[src/rtl/ps2_pkg.sv]
// Shared constants and decoder state type for the PS/2 scancode receiver.
package ps2_pkg;

  localparam logic [7:0] BREAK_CODE = 8'hF0;
  localparam logic [7:0] EXT_CODE   = 8'hE0;
  localparam int         FRAME_BITS = 11;

  typedef enum logic [1:0] {
    DEC_IDLE,
    DEC_BRK,
    DEC_EXT,
    DEC_EXT_BRK
  } dec_state_t;

  // Data bits plus parity bit must carry an odd number of ones.
  function automatic logic odd_parity_ok(input logic [8:0] bits);
    return ^bits;
  endfunction

endpackage

[src/rtl/ps2_scan_rx_if.sv]
// Key-event output bundle from the PS/2 receiver to the scancode RAM stage.
interface ps2_scan_rx_if;

  logic       key_we;
  logic [7:0] key_addr;
  logic [7:0] key_code;
  logic       key_down;
  logic       overflow;

  modport master (
    output key_we,
    output key_addr,
    output key_code,
    output key_down,
    output overflow
  );

  modport slave (
    input key_we,
    input key_addr,
    input key_code,
    input key_down,
    input overflow
  );

endinterface

[src/rtl/ps2_fifo.sv]
// Small synchronous FIFO for received scancodes; head shows the oldest entry.
module ps2_fifo #(
  parameter int DEPTH = 8,
  parameter int WIDTH = 8
) (
  input  logic             clk,
  input  logic             clrn,
  input  logic             push,
  input  logic [WIDTH-1:0] push_data,
  input  logic             pop,
  output logic             full,
  output logic             empty,
  output logic [WIDTH-1:0] head
);

  localparam int AW = $clog2(DEPTH);

  logic [AW:0]      wr_ptr;
  logic [AW:0]      rd_ptr;
  logic [WIDTH-1:0] mem [DEPTH];
  logic             do_pop;
  logic             do_push;

  assign empty   = (wr_ptr == rd_ptr);
  assign full    = (wr_ptr[AW] != rd_ptr[AW]) && (wr_ptr[AW-1:0] == rd_ptr[AW-1:0]);
  assign do_pop  = pop && !empty;
  // A pop in the same cycle frees the slot, so a push into a full FIFO still lands.
  assign do_push = push && (!full || do_pop);
  assign head    = mem[rd_ptr[AW-1:0]];

  always_ff @(posedge clk) begin
    if (!clrn) begin
      wr_ptr <= '0;
      rd_ptr <= '0;
    end else begin
      if (do_push) wr_ptr <= wr_ptr + 1'b1;
      if (do_pop)  rd_ptr <= rd_ptr + 1'b1;
    end
  end

  always_ff @(posedge clk) begin
    if (do_push) mem[wr_ptr[AW-1:0]] <= push_data;
  end

endmodule

[src/rtl/ps2_scan_rx.sv]
// PS/2 keyboard receiver: frame capture, scancode FIFO and make/break decoder.
// Define PS2_PARITY_CHECK_EN to also reject frames with bad odd parity.
//
// state       | meaning
// DEC_IDLE    | waiting for a make, F0 or E0 prefix
// DEC_BRK     | F0 seen; next code is a release
// DEC_EXT     | E0 seen; next code is an extended make or F0
// DEC_EXT_BRK | E0 F0 seen; next code is an extended release
module ps2_scan_rx
  import ps2_pkg::*;
#(
  parameter int          FIFO_DEPTH  = 8,
  parameter logic [15:0] TIMEOUT_CYC = 16'd5000
) (
  input  logic          clk,
  input  logic          clrn,
  input  logic          ps2_clk,
  input  logic          ps2_data,
  ps2_scan_rx_if.master kif
);

  logic [2:0]            clk_sync;
  logic [1:0]            data_sync;
  logic                  fall;
  logic [3:0]            bit_cnt;
  logic [FRAME_BITS-1:0] frame;
  logic [FRAME_BITS-1:0] frame_nxt;
  logic [15:0]           to_cnt;
  logic                  frame_end;
  logic                  frame_ok;
  logic                  timeout;

  logic                  fifo_push;
  logic                  fifo_pop;
  logic                  fifo_full;
  logic                  fifo_empty;
  logic [7:0]            fifo_head;

  dec_state_t            state_q;
  dec_state_t            state_d;
  logic                  make_evt;
  logic                  brk_evt;
  logic                  key_we_q;
  logic [7:0]            key_addr_q;
  logic [7:0]            key_code_q;
  logic                  key_down_q;
  logic [7:0]            last_code_q;
  logic                  overflow_q;

  assign fall      = (clk_sync[2:1] == 2'b10);
  assign frame_end = fall && (bit_cnt == 4'(FRAME_BITS - 1));
  assign timeout   = !fall && (bit_cnt != 4'd0) && (to_cnt == 16'd0);

  // Bits land at their frame position so the final bit can be checked in its own cycle.
  always_comb begin
    frame_nxt          = frame;
    frame_nxt[bit_cnt] = data_sync[1];
  end

`ifdef PS2_PARITY_CHECK_EN
  assign frame_ok = !frame_nxt[0] && frame_nxt[FRAME_BITS-1] && odd_parity_ok(frame_nxt[9:1]);
`else
  assign frame_ok = !frame_nxt[0] && frame_nxt[FRAME_BITS-1];
`endif

  always_ff @(posedge clk) begin
    if (!clrn) begin
      clk_sync  <= 3'b111;
      data_sync <= 2'b11;
      bit_cnt   <= 4'd0;
      frame     <= '0;
      to_cnt    <= 16'd0;
    end else begin
      clk_sync  <= {clk_sync[1:0], ps2_clk};
      data_sync <= {data_sync[0], ps2_data};
      if (fall) begin
        to_cnt  <= TIMEOUT_CYC - 16'd1;
        frame   <= frame_nxt;
        bit_cnt <= frame_end ? 4'd0 : bit_cnt + 4'd1;
      end else begin
        if (to_cnt != 16'd0) to_cnt <= to_cnt - 16'd1;
        if (timeout) begin
          bit_cnt <= 4'd0;
          frame   <= '0;
        end
      end
    end
  end

  assign fifo_push = frame_end && frame_ok;
  assign fifo_pop  = !fifo_empty;

  ps2_fifo #(
    .DEPTH (FIFO_DEPTH),
    .WIDTH (8)
  ) u_fifo (
    .clk       (clk),
    .clrn      (clrn),
    .push      (fifo_push),
    .push_data (frame_nxt[8:1]),
    .pop       (fifo_pop),
    .full      (fifo_full),
    .empty     (fifo_empty),
    .head      (fifo_head)
  );

  always_ff @(posedge clk) begin
    if (!clrn) begin
      overflow_q <= 1'b0;
    end else if (fifo_push && fifo_full && !fifo_pop) begin
      overflow_q <= 1'b1;
    end
  end

  always_ff @(posedge clk) begin
    if (!clrn) state_q <= DEC_IDLE;
    else       state_q <= state_d;
  end

  always_comb begin
    state_d  = state_q;
    make_evt = 1'b0;
    brk_evt  = 1'b0;
    if (fifo_pop) begin
      case (state_q)
        DEC_IDLE: begin
          if (fifo_head == BREAK_CODE)    state_d = DEC_BRK;
          else if (fifo_head == EXT_CODE) state_d = DEC_EXT;
          else                            make_evt = 1'b1;
        end
        DEC_EXT: begin
          if (fifo_head == BREAK_CODE) begin
            state_d = DEC_EXT_BRK;
          end else begin
            make_evt = 1'b1;
            state_d  = DEC_IDLE;
          end
        end
        DEC_BRK, DEC_EXT_BRK: begin
          brk_evt = 1'b1;
          state_d = DEC_IDLE;
        end
        default: state_d = DEC_IDLE;
      endcase
    end
  end

  always_ff @(posedge clk) begin
    if (!clrn) begin
      key_we_q    <= 1'b0;
      key_addr_q  <= 8'h00;
      key_code_q  <= 8'h00;
      key_down_q  <= 1'b0;
      last_code_q <= 8'h00;
    end else begin
      key_we_q <= make_evt;
      if (key_we_q) key_addr_q <= key_addr_q + 8'd1;
      if (make_evt) begin
        key_code_q  <= fifo_head;
        last_code_q <= fifo_head;
        key_down_q  <= 1'b1;
      end else if (brk_evt && (fifo_head == last_code_q)) begin
        key_down_q  <= 1'b0;
      end
    end
  end

  assign kif.key_we   = key_we_q;
  assign kif.key_addr = key_addr_q;
  assign kif.key_code = key_code_q;
  assign kif.key_down = key_down_q;
  assign kif.overflow = overflow_q;

endmodule

[src/flat_wrapper.sv]
// flat-port wrapper written by rule: the top's interface ports become plain ports
module ps2_scan_rx_flat import ps2_pkg::*;
#(
  parameter int          FIFO_DEPTH  = 8,
  parameter logic [15:0] TIMEOUT_CYC = 16'd5000
)
  (clk, clrn, ps2_clk, ps2_data, kif_key_we, kif_key_addr, kif_key_code, kif_key_down, kif_overflow);
  ps2_scan_rx_if kif_i ();
  input  logic clk;
  input  logic clrn;
  input  logic ps2_clk;
  input  logic ps2_data;
  output wire logic [$bits(kif_i.key_we)-1:0] kif_key_we;
  output wire logic [$bits(kif_i.key_addr)-1:0] kif_key_addr;
  output wire logic [$bits(kif_i.key_code)-1:0] kif_key_code;
  output wire logic [$bits(kif_i.key_down)-1:0] kif_key_down;
  output wire logic [$bits(kif_i.overflow)-1:0] kif_overflow;
  assign kif_key_we = kif_i.key_we;
  assign kif_key_addr = kif_i.key_addr;
  assign kif_key_code = kif_i.key_code;
  assign kif_key_down = kif_i.key_down;
  assign kif_overflow = kif_i.overflow;
  ps2_scan_rx #(.FIFO_DEPTH(FIFO_DEPTH), .TIMEOUT_CYC(TIMEOUT_CYC)) u_core (.clk(clk), .clrn(clrn), .ps2_clk(ps2_clk), .ps2_data(ps2_data), .kif(kif_i));
endmodule
[config.mk]
export PLATFORM = sky130hd
export DESIGN_NAME = ps2_scan_rx_flat
export DESIGN_NICKNAME = d
export VERILOG_FILES = /design/src/rtl/ps2_pkg.sv /design/src/rtl/ps2_scan_rx_if.sv /design/src/rtl/ps2_fifo.sv /design/src/rtl/ps2_scan_rx.sv /design/src/flat_wrapper.sv
export SDC_FILE = /design/constraint.sdc
export NUM_CORES = 1
export LEC_CHECK = 0
export ABC_AREA = 0
export ABC_CLOCK_PERIOD_IN_PS = 3460
export CORE_UTILIZATION = 50
export CTS_CLUSTER_SIZE = 25
export DETAILED_ROUTE_END_ITERATION = 12
export PLACE_DENSITY_LB_ADDON = 0.25
export SLEW_MARGIN = 20
export SYNTH_ARGS = -nofsm -noshare
export SYNTH_HDL_FRONTEND = slang
export SYNTH_SLANG_ARGS = --single-unit
export TNS_END_PERCENT = 20
[constraint.sdc]
create_clock -name clk -period 3.46 [get_ports clk]
set_input_delay 0.346 -clock clk [delete_from_list [all_inputs] [get_ports clk]]
set_output_delay 0.346 -clock clk [all_outputs]
set_load 0.1 [all_outputs]
---- Word level (Yosys, flattened, before mapping) ----
Memories as Yosys holds them, arrays and structs flattened. A register that Yosys moved wholly into a read port is not among the register bits.
Cells that the tools add are included.
storage, ports and cells
  memory bits (writable) .................. 64
  register bits ........................... 65
  memories ................................ 1
  output and inout port bits .............. 19
  word-level logic and storage cells ...... 89
  input port bits ......................... 4
memories
  name               words  width  read ports  clocked after memory_dff  write ports  line            text
  u_core.u_fifo.mem  8      8      1           1                         1            ps2_fifo.sv:20  logic [WIDTH-1:0] mem [DEPTH];
cells by class
  bitwise gates (word level) .............. 2
  reduce and logical (&&, ||, !) cells .... 26
  add/subtract/negate cells ............... 5
  multiplexer cells ....................... 27
  order comparisons ....................... 2
  equal/unequal tests ..................... 12
operators by type and width
  cell                                                        number
  2-to-1 mux 13 bit                                           2
  2-to-1 mux 11 bit                                           2
  equality test 8 bit, second input constant                  2
  zero test 16 bit                                            1
  nonzero test 16 bit                                         1
  subtractor 16 x 1 -> 16 bit, second input constant          1
  adder 4 x 1 -> 4 bit, second input constant                 3
  2-to-1 mux 4 bit                                            3
  bitwise mux 11 bit                                          1
  logical AND 1 bit                                           11
  2-to-1 mux 1 bit                                            11
  adder 8 x 1 -> 8 bit, second input constant                 1
  equality test 8 bit                                         1
  equality test 2 bit, second input constant                  3
  2-to-1 mux 2 bit                                            3
  2-to-1 mux 3 bit                                            2
  case mux 2 bit (3 select lines)                             1
  nonzero test 2 bit                                          3
  less-than comparator 4 x 5 -> 1 bit, second input constant  1
  demux 1 bit (select 4 bit)                                  1
  equality test 4 bit                                         1
  equality test 4 bit, second input constant                  1
  >= comparator 4 x 1 -> 1 bit, second input constant         1
  zero test 1 bit                                             4
  11 further kinds                                            13

---- Depth between registers and ports, before layout ----
  depth after elaboration ................. 11
  mapped depth ............................ 10
  mapped depth without buffers ............ 8

---- Modules after synthesis ----
From an unflattened synthesis, not the netlist that was laid out.
second synthesis, totals
  cells, all modules ...................... 447
  area total of the unflattened synthesis .. 5626.6 um^2
by module, submodules not included
  module       cells each  area an instance (um^2)  seq. area each (um^2)  times used
  ps2_fifo     164         2989.1                   2142.1                 1
  ps2_scan_rx  283         2637.5                   1101.1                 1

---- Least setup slack after synthesis ----
No wires, ideal clock.
  path type ............................... flip-flop to flip-flop
  from .................................... reg u_core.bit_cnt[0]
  to ...................................... mem u_core.u_fifo.mem[4][0] (enable)
  slack ................................... 984 ps
  data arrival time ....................... 2092 ps
  period minus slack after synthesis ...... 2476 ps
  setup time .............................. 383 ps
  path buffers ............................ 0
  cell stages (with the launch flop) ...... 7
  required time ........................... 3077 ps
  cell sequence ........................... dfxtp_1 inv_1 ha_1 nand3b_1 a2111oi_2 nand2_1 nor3_1
between the ends
  cells in the longest elaborated chain, start to end .. 11
  elaborated cells on any way between the ends .. 14
  classes of those cells .................. order compare (2); eq/ne (1); mux (5); reduce/logical (6)
ends and longest elaborated chain
  element                                                                                                           line               text
  start, declared                                                                                                   ps2_scan_rx.sv:25  logic [3:0] bit_cnt;
  start signal, assigned                                                                                            ps2_scan_rx.sv:79  bit_cnt <= frame_end ? 4'd0 : bit_cnt + 4'd1;
  less-than comparator 4 x 5 -> 1 bit (implied by the code) / >= comparator 4 x 1 -> 1 bit (equally long branches)  ps2_scan_rx.sv:57  frame_nxt[bit_cnt] = data_sync[1];
  logical AND 1 bit (implied by the code)                                                                           ps2_scan_rx.sv:57
  2-to-1 mux 1 bit (implied by the code)                                                                            ps2_scan_rx.sv:57
  demux 1 bit (select 4 bit)                                                                                        -
  bitwise mux 11 bit                                                                                                ps2_scan_rx.sv:57
  zero test 1 bit                                                                                                   ps2_scan_rx.sv:63  assign frame_ok = !frame_nxt[0] && frame_nxt[FRAME_BITS-1];
  logical AND 1 bit                                                                                                 ps2_scan_rx.sv:63
  logical AND 1 bit (*)                                                                                             ps2_scan_rx.sv:90  assign fifo_push = frame_end && frame_ok;
  logical AND 1 bit (*)                                                                                             ps2_fifo.sv:28     assign do_push = push && (!full || do_pop);
  2-to-1 mux 1 bit (*)                                                                                              ps2_fifo.sv:42     if (do_push) mem[wr_ptr[AW-1:0]] <= push_data;
  2-to-1 mux 1 bit (implied by the code) (*)                                                                        ps2_fifo.sv:42
  end, declared                                                                                                     ps2_fifo.sv:20
Every way passes the cells marked *; elsewhere a longest branch is shown, timed or not.

---- Worst setup path in the final report ----
  from .................................... reg u_core.bit_cnt[0]
  to ...................................... reg u_core.u_fifo.wr_ptr[3]
between the ends
  cells in the longest elaborated chain, start to end .. 9
  elaborated cells on any way between the ends .. 12
  classes of those cells .................. order compare (2); eq/ne (1); mux (3); reduce/logical (6)
ends and longest elaborated chain
  element                                                                                                           line               text
  less-than comparator 4 x 5 -> 1 bit (implied by the code) / >= comparator 4 x 1 -> 1 bit (equally long branches)  ps2_scan_rx.sv:57
  logical AND 1 bit (implied by the code)                                                                           ps2_scan_rx.sv:57
  2-to-1 mux 1 bit (implied by the code)                                                                            ps2_scan_rx.sv:57
  demux 1 bit (select 4 bit)                                                                                        -
  bitwise mux 11 bit                                                                                                ps2_scan_rx.sv:57
  zero test 1 bit                                                                                                   ps2_scan_rx.sv:63
  logical AND 1 bit                                                                                                 ps2_scan_rx.sv:63
  logical AND 1 bit (*)                                                                                             ps2_scan_rx.sv:90
  logical AND 1 bit (*)                                                                                             ps2_fifo.sv:28
  end signal, assigned                                                                                              ps2_fifo.sv:36     if (do_push) wr_ptr <= wr_ptr + 1'b1;
  end, declared                                                                                                     ps2_fifo.sv:18     logic [AW:0] wr_ptr;
Marked as above.
A chain may end at the register's enable or synchronous reset.

==> flow_metrics.tcl <==
set metrics [dict create \
    outcome "complete, no violations" \
    grt_setup_unrepaired "no" \
    synth.area.mux_share 0.1130 \
    worstSkewPairLatency_ns 0.52 \
    worst_endpoint_required_time_ns 3.86 \
    gp_congestion 0.7741 \
    synth_simple_gate_area_share 0.1390 \
    final_hold_violating_endpoints 0 \
    layout.area.seq_sq_um 3243 \
    die_w_um 107.2 \
    multi_input_comb_area_sq_um 2172 \
    timing.critical_path.from_type "flip-flop" \
    syn-instance-count 432 \
    antenna_found_initial 0 \
    synth_top_family_by_area "simple AND/OR/NAND/NOR gates" \
    worst_ir_drop_vdd_mv 0.5519 \
    regToRegEndpoint "u_core.u_fifo.wr_ptr[3]" \
    reg2regPathDepth 8 \
    globalRouteOverflowTotal 0 \
    worstPathMaxFanout 9 \
    synth_xor_xnor_area_share 0.05222 \
    synth.top_cell.area_share 0.3472 \
    finalWorstPathRequiredPeriod_ns 2.805 \
    rrSetupSlack_ns 0.66 \
    clk_pin_slew_ns 0.06 \
    yosys.cell_count.top_type "sky130_fd_sc_hd__dfxtp_1" \
    end_point_of_the_critical_path "u_core.u_fifo.wr_ptr[3]" \
    clock.fmax_mhz 356.5 \
    cts.repair_timing.setup_buffer_count 0 \
    clock-skew-final_ns 0.006628 \
    synth_area_sq_um 5535 \
    core_region_area_sq_um 10790 \
    timing.critical_path.max_delay_family "simple AND/OR/NAND/NOR gates" \
    synth-compound-area-share 0.07007 \
    routed_wl_um 10510 \
    die_y_um 107.2 \
    power-per-cell-area_nw_per_um2 706.0 \
    yosys.cell_types.count 54 \
    hold_path_class "input port to flip-flop" \
    clk_path_buf_depth 2 \
    antennaDiodeCount 0 \
    synthesis.nets 444 \
    synth_area_leader_cell "sky130_fd_sc_hd__edfxtp_1" \
    setup_viol_count_final 0 \
    placement_rows 38 \
    global_route_wire_length_before_repair_um 17090 \
    synth_seq_area_share 0.5859 \
    critical_path_arrival_ns 3.21 \
    ys_top_cells_by_count "sky130_fd_sc_hd__dfxtp_1 (66), sky130_fd_sc_hd__edfxtp_1 (64), sky130_fd_sc_hd__nand2_1 (33)" \
    vias 3355 \
    grt_start_max_net_pins 25 \
    max_slew_margin 0.3386 \
    max-cap-violations 0 \
    htreeDepth 4 \
    worstSetupPathType "flip-flop to flip-flop" \
    crit_path_max_incr_delay_ns 0.69 \
    cp.buffers_inverters 1 \
    tritoncts_clock_tree "built" \
    leading_cell_types_by_total_area_after_synthesis "sky130_fd_sc_hd__edfxtp_1 (35%), sky130_fd_sc_hd__dfxtp_1 (24%), sky130_fd_sc_hd__mux4_2 (5.3%)" \
    synthToLayoutAreaGrowth_pct 17.16 \
    first_global_vias 3433 \
    routed_via_density 5.411 \
    dp.final_hpwl_um 6899 \
    synth-edff-count 64 \
    cts.sinks 130 \
    floorplan.io_pins 23 \
    ys_ff_latch 130 \
    final_antenna_net_count 0 \
    synthesis.area_per_instance_sq_um 12.81 \
    critical_path.slowest_cell "sky130_fd_sc_hd__nor2_1" \
    placement_cell_area_sq_um 5931 \
    worstReg2RegStart "u_core.bit_cnt[0]" \
    post-route-drc-count 0 \
    critical_path.cell_chain "inv_1 > ha_1 > nand3b_1 > a2111oi_2 > nand2_1 > nor2_1 > xor2_1 > and2_1" \
    post-route-cell-area_sq_um 6485 \
    detail_route.iter0.violations 216 \
    endpoint_kind "flip-flop" \
    total_count_of_max_transition_violations_in_the_final_report 0 \
    ys.warnings.count 0 \
    ys_async_sr_fraction 0 \
    worst_slew_pin_slew_ns 0.9890 \
    finish.net_count 479 \
    initial_core_util 0.5129 \
    synth_ff_type "sky130_fd_sc_hd__dfxtp_1" \
    fillerInstances 845 \
    post_synthesis_adder_cell_area_fraction 0.01808 \
    die_area_sq_um 11500 \
    port_buffers 22 \
    wl_per_cell_um 16.94 \
    min_from "ps2_data" \
    p_leak_uw 0.002328 \
    drive_gt1_frac 0.1542 \
    finalSetupTns_ns 0 \
    ctsResizeCount 0 \
    worst_setup_path_startpoint "u_core.bit_cnt[0]" \
    worstSetupPathDepth 8 \
    detailed_router_iteration_count_before_antenna_repair 4 \
    cts_inserted_buffers 17 \
    grt_usage 0.2028 \
    min_period_over_period 0.8106 \
    cts-root-buf "sky130_fd_sc_hd__clkbuf_8" \
    post_cts_hold_buffer_count 0 \
]
==> per-layer routing <==
layer / vias to the layer above / GRT usage / wire (um)
li1: 1642 / - / -
met1: 1640 / 0.2419 / 4762
met2: 60 / 0.3382 / 5209
met3: 13 / 0.06991 / 378
met4: 0 / 0.07534 / 153
met5: - / 0 / 0
==> worst min path at each step <==
stage / endpoint / slack (ns) / depth (start not counted)
2_1_floorplan: u_core.clk_sync[1] / 0.39 / 1
3_3_place_gp: u_core.data_sync[1] / 0.40 / 1
3_5_place_dp: u_core.data_sync[1] / 0.40 / 1
4_1_cts: u_core.data_sync[0] / 0.38 / 2
5_1_grt: u_core.data_sync[0] / 0.41 / 2
6_report: u_core.data_sync[0] / 0.40 / 2
==> logic make-up after synthesis <==
kind of cell / count (synthesis)
flip-flops: 130
multiplexers: 44
XOR/XNOR: 33
AO/OA/AOI/OAI: 51
adder cells (fa/ha/maj): 8
AND/OR/NAND/NOR: 141
buffers and inverters: 25
==> cells in the final DEF (no fill, tap or decap), types with 2 or more instances in the layout <==
cell type and n:
sky130_fd_sc_hd__a21boi_0 10, sky130_fd_sc_hd__a21oi_1 7, sky130_fd_sc_hd__a22oi_1 9, sky130_fd_sc_hd__a31oi_1 2, sky130_fd_sc_hd__and2_1 15, sky130_fd_sc_hd__buf_4 13
sky130_fd_sc_hd__clkbuf_16 17, sky130_fd_sc_hd__clkbuf_8 3, sky130_fd_sc_hd__clkdlybuf4s50_1 22, sky130_fd_sc_hd__clkinv_1 3, sky130_fd_sc_hd__clkinv_2 4, sky130_fd_sc_hd__clkinvlp_4 3
sky130_fd_sc_hd__dfxtp_1 66, sky130_fd_sc_hd__edfxtp_1 64, sky130_fd_sc_hd__ha_1 8, sky130_fd_sc_hd__inv_1 6, sky130_fd_sc_hd__mux2_1 4, sky130_fd_sc_hd__mux2_2 10
sky130_fd_sc_hd__mux2i_1 16, sky130_fd_sc_hd__mux4_2 13, sky130_fd_sc_hd__nand2_1 33, sky130_fd_sc_hd__nand2b_1 11, sky130_fd_sc_hd__nand3_1 7, sky130_fd_sc_hd__nand3b_1 2
sky130_fd_sc_hd__nand4_1 4, sky130_fd_sc_hd__nor2_1 25, sky130_fd_sc_hd__nor2b_1 17, sky130_fd_sc_hd__nor3_1 7, sky130_fd_sc_hd__nor3b_1 2, sky130_fd_sc_hd__nor4_1 4
sky130_fd_sc_hd__o211a_1 5, sky130_fd_sc_hd__o21ai_0 5, sky130_fd_sc_hd__o21ai_1 2, sky130_fd_sc_hd__o31ai_1 2, sky130_fd_sc_hd__or3_1 4, sky130_fd_sc_hd__xnor2_1 19
sky130_fd_sc_hd__xor2_1 14
==> through the flow <==
| stage | utilization | total power [uW] | hold slack, ns | worst slack (ns) | instances |
|---|---|---|---|---|---|
| 6_report | 0.6009 | 4578 | 0.4044 | 0.6552 | 620 |
| 5_1_grt | 0.6009 | 4787 | 0.4056 | 0.4082 | 620 |
| 4_1_cts | 0.6009 | 4626 | 0.3814 | 0.6347 | 620 |
| 3_5_place_dp | 0.5495 | 2964 | 0.3999 | 0.6554 | 588 |
| 3_3_place_gp | 0.5495 | 2933 | 0.4005 | 0.7392 | 588 |
| 2_1_floorplan | - | 2753 | 0.3863 | 0.9843 | 432 |
==> report_power, final <==
group	internal (uW)	leakage [uW]	switching (uW)
clock	1020	0.000267	630
sequential	1720	0.00113	126
combinational	434	0.000932	648
total	3170	0.00233	1400
==> state kept, by name, summed over array words and instances (netlist names), named ones only <==
register / cells
u_core.u_fifo.mem: 64
u_core.to_cnt: 16
u_core.frame: 9
u_core.kif.key_addr: 8
u_core.kif.key_code: 8
u_core.bit_cnt: 4
u_core.u_fifo.rd_ptr: 4
u_core.u_fifo.wr_ptr: 4
u_core.clk_sync: 3
u_core.data_sync: 2
u_core.state_q: 2
u_core.kif.key_down: 1
u_core.kif.key_we: 1
u_core.kif.overflow: 1
==> worst register-to-register path, cell delays in order, from the launching register on <==
cell	delay [ns]
sky130_fd_sc_hd__dfxtp_1	0.34
sky130_fd_sc_hd__inv_1	0.12
sky130_fd_sc_hd__ha_1	0.22
sky130_fd_sc_hd__nand3b_1	0.11
sky130_fd_sc_hd__a2111oi_2	0.67
sky130_fd_sc_hd__nand2_1	0.23
sky130_fd_sc_hd__nor2_1	0.69
sky130_fd_sc_hd__xor2_1	0.13
sky130_fd_sc_hd__and2_1	0.19
==> layout make-up <==
cell class | count | share of cell area
multi-input combinational | 277 | 0.3349
timing repair buffer | 35 | 0.04901
sequential | 130 | 0.5001
inverter | 6 | 0.003473
tap | 140 | 0.02701
clock inverter | 11 | 0.01293
clock buffer | 21 | 0.07254
No activity file was read; power rests on OpenSTA's default activity.
